### src/rtl/hx8352_fill_sequencer.sv
// rtl/hx8352_fill_sequencer.sv - one rectangular solid-colour fill on the HX8352 panel
// Emits column/row window, RAM-write command and N colour words through the bus controller.
module hx8352_fill_sequencer #(
    parameter int MAX_X = 239,
    parameter int MAX_Y = 399
) (
    input  logic        clk,
    input  logic        rst,
    input  logic        req_valid,
    output logic        req_ready,
    input  logic [8:0]  req_x0,
    input  logic [8:0]  req_x1,
    input  logic [8:0]  req_y0,
    input  logic [8:0]  req_y1,
    input  logic [15:0] req_color,
    output logic        done,
    output logic        err,
    output logic [15:0] bus_data,
    output logic        bus_rs,
    output logic        bus_step,
    input  logic        bus_busy,
    output logic        lcd_cs
);

    localparam logic [8:0] MAX_X9   = 9'(MAX_X);
    localparam logic [8:0] MAX_Y9   = 9'(MAX_Y);
    localparam logic [3:0] IDX_RAMWR = 4'd10;
    localparam logic [3:0] IDX_PIXEL = 4'd11;

    typedef enum logic [2:0] {
        S_IDLE,
        S_CHECK,
        S_REJECT,
        S_CS_SETUP,
        S_ISSUE,
        S_WAIT,
        S_CS_HOLD,
        S_DONE
    } state_t;

    state_t      state, state_n;
    logic [8:0]  x0, x1, y0, y1;
    logic [15:0] color;
    logic [3:0]  idx;
    logic [16:0] pix_cnt;
    logic        last_word;
    logic        skip;
    logic        load_word;
    logic        bad_window;
    logic [8:0]  width, height;
    logic [16:0] n_total;
    logic [15:0] word_data;
    logic        word_rs;

    assign bad_window = (x0 > x1) || (y0 > y1) || (x1 > MAX_X9) || (y1 > MAX_Y9);
    assign width      = x1 - x0 + 9'd1;
    assign height     = y1 - y0 + 9'd1;
    assign n_total    = {8'd0, width} * {8'd0, height};

    // idx 0..10 are the window/command header; idx 11 means "colour words".
    always_comb begin
        word_data = color;
        word_rs   = 1'b1;
        case (idx)
            4'd0:    begin word_data = 16'h002A; word_rs = 1'b0; end
            4'd1:    word_data = {15'd0, x0[8]};
            4'd2:    word_data = {8'd0, x0[7:0]};
            4'd3:    word_data = {15'd0, x1[8]};
            4'd4:    word_data = {8'd0, x1[7:0]};
            4'd5:    begin word_data = 16'h002B; word_rs = 1'b0; end
            4'd6:    word_data = {15'd0, y0[8]};
            4'd7:    word_data = {8'd0, y0[7:0]};
            4'd8:    word_data = {15'd0, y1[8]};
            4'd9:    word_data = {8'd0, y1[7:0]};
            4'd10:   begin word_data = 16'h002C; word_rs = 1'b0; end
            default: begin word_data = color; word_rs = 1'b1; end
        endcase
    end

    always_comb begin
        state_n   = state;
        load_word = 1'b0;
        case (state)
            S_IDLE:     if (req_valid) state_n = S_CHECK;
            S_CHECK:    state_n = bad_window ? S_REJECT : S_CS_SETUP;
            S_REJECT:   state_n = S_IDLE;
            S_CS_SETUP: begin
                if (!bus_busy) begin
                    state_n   = S_ISSUE;
                    load_word = 1'b1;
                end
            end
            S_ISSUE:    state_n = S_WAIT;
            S_WAIT: begin
                // first WAIT cycle is skipped: the controller raises busy one cycle after the step
                if (!skip && !bus_busy) begin
                    if (last_word) begin
                        state_n = S_CS_HOLD;
                    end else begin
                        state_n   = S_ISSUE;
                        load_word = 1'b1;
                    end
                end
            end
            S_CS_HOLD:  state_n = S_DONE;
            S_DONE:     state_n = S_IDLE;
            default:    state_n = S_IDLE;
        endcase
    end

    assign req_ready = (state == S_IDLE);
    assign err       = (state == S_REJECT);
    assign done      = (state == S_DONE);
    assign bus_step  = (state == S_ISSUE);
    assign lcd_cs    = !((state == S_CS_SETUP) || (state == S_ISSUE) ||
                         (state == S_WAIT) || (state == S_CS_HOLD));

    always_ff @(posedge clk or posedge rst) begin
        if (rst) begin
            state     <= S_IDLE;
            x0        <= '0;
            x1        <= '0;
            y0        <= '0;
            y1        <= '0;
            color     <= '0;
            idx       <= '0;
            pix_cnt   <= '0;
            last_word <= 1'b0;
            skip      <= 1'b0;
            bus_data  <= '0;
            bus_rs    <= 1'b0;
        end else begin
            state <= state_n;
            if (state == S_IDLE && req_valid) begin
                x0        <= req_x0;
                x1        <= req_x1;
                y0        <= req_y0;
                y1        <= req_y1;
                color     <= req_color;
                idx       <= '0;
                last_word <= 1'b0;
            end
            skip <= (state == S_ISSUE);
            if (load_word) begin
                bus_data <= word_data;
                bus_rs   <= word_rs;
                if (idx != IDX_PIXEL) idx <= idx + 4'd1;
                if (idx == IDX_RAMWR) pix_cnt <= n_total;
                if (idx == IDX_PIXEL) begin
                    pix_cnt   <= pix_cnt - 17'd1;
                    last_word <= (pix_cnt == 17'd1);
                end
            end
        end
    end

endmodule

### config.mk
export PLATFORM = sky130hd
export DESIGN_NAME = hx8352_fill_sequencer
export DESIGN_NICKNAME = d
export VERILOG_FILES = /design/src/rtl/hx8352_fill_sequencer.sv
export SDC_FILE = /design/constraint.sdc
export NUM_CORES = 1
export LEC_CHECK = 0
export BUFFER_PORTS_ARGS = -buffer_cell sky130_fd_sc_hd__buf_2
export CORE_ASPECT_RATIO = 1.75
export CORE_MARGIN = 8
export CORE_UTILIZATION = 45
export CTS_BUF_LIST = sky130_fd_sc_hd__clkbuf_4 sky130_fd_sc_hd__clkbuf_8
export DETAILED_ROUTE_END_ITERATION = 8
export GPL_ROUTABILITY_DRIVEN = 0
export HOLD_SLACK_MARGIN = 0.1
export MAX_ROUTING_LAYER = met4
export PLACE_DENSITY_LB_ADDON = 0.2
export RECOVER_POWER = 50
export SKIP_CTS_REPAIR_TIMING = 1
export SYNTH_ARGS = -nofsm -noshare
export SYNTH_HDL_FRONTEND = slang
export SYNTH_SLANG_ARGS = --single-unit
### constraint.sdc
create_clock -name clk -period 7 [get_ports clk]
set_input_delay 0.35 -clock clk [delete_from_list [all_inputs] [get_ports clk]]
set_output_delay 0.35 -clock clk [all_outputs]
set_load 0.005 [all_outputs]
Word level (Yosys, flattened, before mapping)
Index checks and enable logic that the tools add are counted.
Storage, ports and cells
  bits of input ports: 56
  bits in registers: 95
  logic and storage cells: 84
  output and inout bits: 22
Cells by class
  magnitude comparators: 4
  multipliers: 1
  reductions and logical operators: 18
  add/subtract/negate cells: 6
  eq/ne operators: 23
  mux-type cells: 20
Operators by type and width (count)
  case mux 16 bit (11 select lines): 1
  2-to-1 mux 17 bit: 2
  case mux 3 bit (7 select lines): 1
  adder 9 x 1 -> 9 bit, second input constant: 2
  > comparator 9 bit: 2
  subtractor 9 bit: 2
  equality test 17 x 1 -> 1 bit, second input constant: 1
  multiplier 9 x 9 -> 17 bit: 1
  subtractor 17 x 1 -> 17 bit, second input constant: 1
  equality test 4 x 3 -> 1 bit, second input constant: 4
  equality test 4 bit, second input constant: 4
  equality test 3 bit, second input constant: 4
  2-to-1 mux 4 bit: 3
  > comparator 9 x 8 -> 1 bit, second input constant: 1
  > comparator 9 bit, second input constant: 1
  2-to-1 mux 3 bit: 3
  equality test 4 x 2 -> 1 bit, second input constant: 2
  2-to-1 mux 1 bit: 8
  equality test 3 x 2 -> 1 bit, second input constant: 2
  logical OR 1 bit: 6
  inequality test 2 bit, second input constant: 3
  adder 4 x 1 -> 4 bit, second input constant: 1
  equality test 4 x 1 -> 1 bit, second input constant: 1
  logical NOT 4 bit: 1
  12 further kinds: 15

Longest topological paths before layout
Gate-level depths: netlist (run 1).
  word-level depth: 6
  mapped depth: 30

Worst setup path before layout (run 1)
Ideal clock, no wire load.
  path type: flip-flop to flip-flop
  start: register y0[1]
  end: register pix_cnt[15]
  setup slack: 0.897 ns
  data arrival time: 5.970 ns
  buffers on the path: 0
  stages on the path, launching flop included: 26
  path through: dfrtp_1 > ha_1 > inv_1 > ha_1 > ha_1 > nor2_1 > o21bai_1 > a21oi_1 > o21bai_1 > a21o_1 > xnor2_1 > nor2_1 > fa_1 > fa_1 > fa_1 > inv_1 > fa_1 > inv_1 > ha_1 > or3_1 > nor2_1 > o21ai_0 > o211a_1 > a311oi_1 > xor2_1 > o211ai_1
Between the ends
  cells in the longest elaborated chain, start to end: 5
RTL lines
  start: declaration: RTL line 42  | logic [8:0] x0, x1, y0, y1;
  start signal: assignment: RTL line 137  | y0 <= req_y0;
  subtractor 9 bit: RTL line 57  | assign height = y1 - y0 + 9'd1;
  adder 9 x 1 -> 9 bit: RTL line 57
  multiplier 9 x 9 -> 17 bit: RTL line 58  | assign n_total = {8'd0, width} * {8'd0, height};
  2-to-1 mux 17 bit: RTL line 148  | if (idx == IDX_RAMWR) pix_cnt <= n_total;
  2-to-1 mux 17 bit: RTL line 149  | if (idx == IDX_PIXEL) begin
  end signal: assignment: RTL line 148
  end signal: assignment: RTL line 150  | pix_cnt <= pix_cnt - 17'd1;
  end: declaration: RTL line 45  | logic [16:0] pix_cnt;
Every way passes these cells. The select of a mux whose other input is x is not followed.
A chain may end at the register's enable or synchronous reset.

Final worst setup path (run 1)
  start: register y0[1]
  end: register pix_cnt[16]
The elaborated chain is that of the path after synthesis.

==> results of run 1 <==
==> placed cells by master (no fill, tap or decap), types with 7 or more instances in the layout <==
master,count
a21o_1,10
a21oi_1,41
a22oi_1,7
a31oi_1,8
and2_1,7
buf_2,59
clkbuf_1,20
clkbuf_8,9
dfrtp_1,95
fa_1,51
ha_1,88
inv_1,125
nand2_1,180
nand2b_1,9
nand3_1,23
nand4_1,7
nor2_1,75
nor2b_1,9
nor3_1,17
o21ai_0,85
xnor2_1,24
xor2_1,16
==> registers in the layout (all words and copies together) (netlist names), 3 cells and up <==
register	flops
y0	9
state	3
idx	4
bus_data	16
y1	9
pix_cnt	17
x1	9
color	16
x0	9
==> cells in the mapped netlist (all sizes together), types with 2 or more instances <==
cell | instances | area, µm²
inv | 126 | 473
nand2b | 9 | 56.3
a32o | 3 | 30.0
nand2 | 180 | 676
clkbuf | 36 | 135
nand3 | 23 | 115
o21bai | 5 | 37.5
nand3b | 5 | 37.5
or2 | 3 | 18.8
a31oi | 9 | 71.3
a21oi | 42 | 210
a22oi | 7 | 52.6
o21a | 5 | 37.5
o41ai | 2 | 36.3
nor3b | 2 | 15.0
nand4 | 7 | 43.8
a2111oi | 2 | 17.5
or3 | 4 | 25.0
xnor2 | 26 | 235
fa | 51 | 1020
a311oi | 2 | 17.5
mux2i | 3 | 30.0
nor3 | 17 | 85.1
a21o | 10 | 75.1
o21ai | 85 | 425
buf | 2 | 7.51
xor2 | 16 | 140
a221oi | 3 | 26.3
nor2 | 76 | 288
and3 | 3 | 18.8
and2 | 10 | 62.6
nor2b | 9 | 56.3
o211ai | 5 | 42.5
dfrtp | 95 | 2380
nor4b | 2 | 17.5
ha | 88 | 1100
nor4 | 2 | 12.5
o31ai | 2 | 15.0
==> cells by family (layout without fill, tap and decap cells) <==
group | Yosys count | in the layout
compound gates | 196 | 196
xor+xnor | 42 | 42
fa+ha+maj | 139 | 139
buf+inv | 164 | 228
flops | 95 | 95
mux | 3 | 3
simple gates | 356 | 356
==> metal layers <==
layer / up-vias / GRT usage / share of wire
li1: 3387 / - / -
met1: 3379 / 0.197 / 0.35
met2: 182 / 0.395 / 0.54
met3: 76 / 0.0294 / 0.028
met4: 0 / 0.174 / 0.085
met5: - / - / 0
==> final cells by class <==
class | instances | area [µm²] | share of cell area
clock buffer | 9 | 124 | 0.0136
clock inverter | 7 | 65.1 | 0.00715
inverter | 126 | 474 | 0.0521
multi-input combinational | 736 | 5340 | 0.587
sequential | 95 | 2380 | 0.261
tap | 238 | 298 | 0.0327
timing repair buffer | 86 | 425 | 0.0467
==> critical path, delay by kind of cell (launching register included) <==
| kind | cells | cell delay [ps] |
|---|---|---|
| buffers and inverters | 4 | 210 |
| adder cells (fa/ha/maj) | 8 | 3170 |
| AND/OR/NAND/NOR | 2 | 350 |
| AO/OA/AOI/OAI | 9 | 1600 |
| XOR/XNOR | 3 | 570 |
| flip-flops | 1 | 430 |
==> metrics by stage <==
step,hold slack (ps),std cells,utilization
2_1_floorplan,441,995,-
3_3_place_gp,404,1280,0.487
3_5_place_dp,406,1280,0.487
4_1_cts,-28.4,1296,0.497
5_1_grt,129,1297,0.497
6_report,141,1297,0.497
==> worst min-delay path by stage <==
stage / cells past startpoint / slack (ps) / end
2_1_floorplan: 2 / 440 / color[3]
3_3_place_gp: 2 / 400 / bus_data[12]
3_5_place_dp: 2 / 410 / bus_data[12]
4_1_cts: 2 / -30 / bus_data[12]
5_1_grt: 3 / 130 / color[1]
6_report: 3 / 140 / color[8]
==> metrics.txt, run 1 <==
worst reg2reg path startpoint=y0[1]; worst reg2reg path depth=26; syn nets=1190; simple-gate share of the synthesized area=0.189; critical path class=register to register; pre-CTS setup slack=402 ps; post-synthesis compound-gate area fraction=0.147; XOR/XNOR Fraction of Synth Area=0.0452; CTS tree=built; clock buffer depth=2; num rows=66; slew at the pin with the worst max-slew slack=3370 ps; clock root cell=clkbuf_8; RSZ-0062 raised after global routing=false; outcome=complete, but fails checks; Setup crit start=y0[1]; Die ar.=about 23000 µm²; die height=196 µm; total vias in the final route=about 7000; I/O pin total=78; Worst Hold Launch=req_color[8]; Die Width=119 µm; final setup margin=538 ps; initial cell density of the core=0.453; initial antenna violation count=0; Overflow after GRT=0; first-pass GRT wire length=38.5 mm; final hold vios=0; Mapped Area=8310 µm²; Initial DRC Count=294; CTS buffer count=9; Clock Latency Late Sink=390 ps; largest family of logic cells by synthesized area=adder cells; largest net degree at the start of global routing=83; worst reg2reg setup slack=540 ps; Max Fclk=~150 MHz; Critical Path Sink=pix_cnt[16]; CP max stage delay=around 550 ps; nets=1249; dpl hpwl=19.1 mm; final instance area=around 9100 µm²; Setup crit end kind=register; crit share post-route=0.923; R2R Path End=pix_cnt[16]; Mapped Cells=roughly 1000; EDFF count, synth=0; CP max-delay cell=fa_1; Worst Hold Class=primary input to register; Distinct cells, synth=62; CP required=7270 ps; Yosys reg bits=95; failing checks=capacitance limit, slew limit; Rel. slew slack=-1.25; diodes inserted=0; layout cell share with drive strength beyond 1=0.0916; CP arrival=6730 ps; max cap viols=2; Yosys warnings=0; CP Launch Type=register; Buffers on Ports=77; clock slew at reported path FFs=110 ps; Post-DP Area=8920 µm²; critical-path maximum fanout=4; # setup viols final=0; Total Routing Usage GR=0.217; post-synthesis async set-or-reset flop share=1.00; Adder-Cell Fraction of Synth Area=0.255; antenna-violating nets left=0; Avg WL per Cell=around 18 µm; Mapped Avg Cell Area=8.35 µm²; CORE AREA=about 18000 µm²; DRC violations left=0; ys flop type=dfrtp_1; Vias/cell=between 5 and 6; Final Max Slew Viols=98; min cycle time layout=6460 ps; Syn-to-layout area delta=9.51%; DRT Wirelength=around 24 mm; setup TNS=0 ps; vias in the first global route=between 7000 and 8000; Worst Skew=8.35 ps; clock sinks=95; fill cell count=approximately 1900; mux cell area share after synthesis=0.00361; post-synthesis sequential area ratio=0.286; DR pass1 iterations=5; H-tree levels=3
Power of run 1 is not shown: default switching activity piles up to over one toggle a cycle in this logic, so the estimate is an artifact.
==> inputs of run 2 (changes only) <==
--- a/config.mk
+++ b/config.mk
@@ -14,7 +14,7 @@
 export GPL_ROUTABILITY_DRIVEN = 0
 export HOLD_SLACK_MARGIN = 0.1
 export MAX_ROUTING_LAYER = met4
-export PLACE_DENSITY_LB_ADDON = 0.2
+export PLACE_DENSITY_LB_ADDON = 0.25
 export RECOVER_POWER = 50
 export SKIP_CTS_REPAIR_TIMING = 1
 export SYNTH_ARGS = -nofsm -noshare
==> run 2 against run 1 <==
  * Wire length is 0.72% lower
  * Cell count stayed put
  * The run still ends with capacitance limit, slew limit left
  * Flip-flop and latch count stayed put
  * Critical path depth stayed put
  * Global-route usage is 0.26 points lower
  * Hold slack hardly changed
  * Clock-buffer cell count stayed put
  * Critical path type unchanged
  * Utilization is 0.20 points higher
  * Sequential share of layout area is 0.11 points lower
==> metrics.txt, run 2 (synthesized netlist as in run 1, its figures left out) <==
setup TNS=0 ps; outcome=complete, but fails checks; CP max stage delay=540 ps; Die ar.=~23000 µm²; RSZ-0062 raised after global routing=false; Buffers on Ports=77; worst reg2reg path startpoint=y0[1]; CP arrival=6810 ps; Max Fclk=approximately 150 MHz; Top Family by Delay on Critical Path=adder cells; die height=196 µm; CP required=7270 ps; DR pass1 iterations=4; H-tree levels=3; WHS=141 ps; Setup crit start=y0[1]; Vias/cell=about 5.4; layout cell share with drive strength beyond 1=0.0954; total vias in the final route=6983; CP Buf/Inv Count=4; first-pass GRT wire length=38.2 mm; dpl hpwl=~19 mm; clock sinks=95; CTS tree=built; diodes inserted=0; clock slew at reported path FFs=110 ps; # setup viols final=0; Overflow after GRT=0; largest net degree at the start of global routing=83; slew at the pin with the worst max-slew slack=3580 ps; CP Launch Type=register; nets=1249; crit share post-route=0.934; Final Max Slew Viols=68; Rel. slew slack=-1.39; commonest cells after routing, fill and taps aside=nand2_1 (180), inv_1 (125), dfrtp_1 (95); num rows=between 60 and 70; min cycle time layout=6540 ps; R2R Path End=pix_cnt[16]; antenna-violating nets left=0; final hold vios=0; Total Routing Usage GR=0.214; Die Width=about 120 µm; DRC violations left=0; Biggest register=pix_cnt; Clock Latency Late Sink=390 ps; Worst Hold Launch=req_y1[0]; CORE AREA=~18000 µm²; critical path class=register to register; flip-flop count of the largest register after layout=17; max cap viols=1; CP max-delay cell=fa_1; I/O pin total=78; worst reg2reg setup slack=460 ps; clock buffer depth=2; WP depth=26; Syn-to-layout area delta=9.97%; Largest regs=pix_cnt: 17 flops, bus_data: 16 flops, color: 16 flops; Setup crit end kind=register; Hold Path Cell Cnt=3; clock root cell=clkbuf_8; initial cell density of the core=0.453; worst reg2reg path depth=26; Worst Skew=13.3 ps; failing checks=capacitance limit, slew limit; critical-path maximum fanout=4; Initial DRC Count=289; DRT Wirelength=23.4 mm; Avg WL per Cell=roughly 18 µm; commonest non-fill, non-tap cell in the layout=nand2_1; CTS buffer count=9; vias in the first global route=around 7500; Hold Crit Endpoint=y1[0]; initial antenna violation count=0; Worst Hold Class=primary input to register
-- run 2: routing by layer --
layer  up-vias  share of wire  global-route usage  routed length, µm
met5         -              0                   -                  0
met4         0          0.076               0.155               1790
met3        77          0.021              0.0256                501
met2       158           0.55               0.402              13000
met1      3355           0.35               0.194               8140
li1       3393              -                   -                  -
-- run 2: tightest hold or removal path: stages --
cell	delay, ps
buf_2	80
nand2_1	40
nand2_1	40
-- run 2: metrics by stage --
stage	cells	setup slack, ps	instance area (µm²)	utilization
2_1_floorplan	995	897	8310	-
3_3_place_gp	1280	584	8920	0.487
3_5_place_dp	1280	410	8920	0.487
4_1_cts	1296	383	9150	0.499
5_1_grt	1297	30.5	9140	0.499
6_report	1297	459	9140	0.499
-- run 2: layout make-up --
type	count	area, µm²
multi-input combinational	736	5340
sequential	95	2380
tap	238	298
clock buffer	9	124
timing repair buffer	86	434
inverter	126	474
clock inverter	7	97.6
fill	1846	9190
-- run 2: worst max path at each step --
stage	slack, ps	to
final	460	pix_cnt[16]
after global placement	580	pix_cnt[16]
after floorplan	900	pix_cnt[15]
after CTS	380	pix_cnt[15]
after detailed placement	410	pix_cnt[15]
after global routing	30	pix_cnt[16]
Power of run 2 is left out for the same reason.
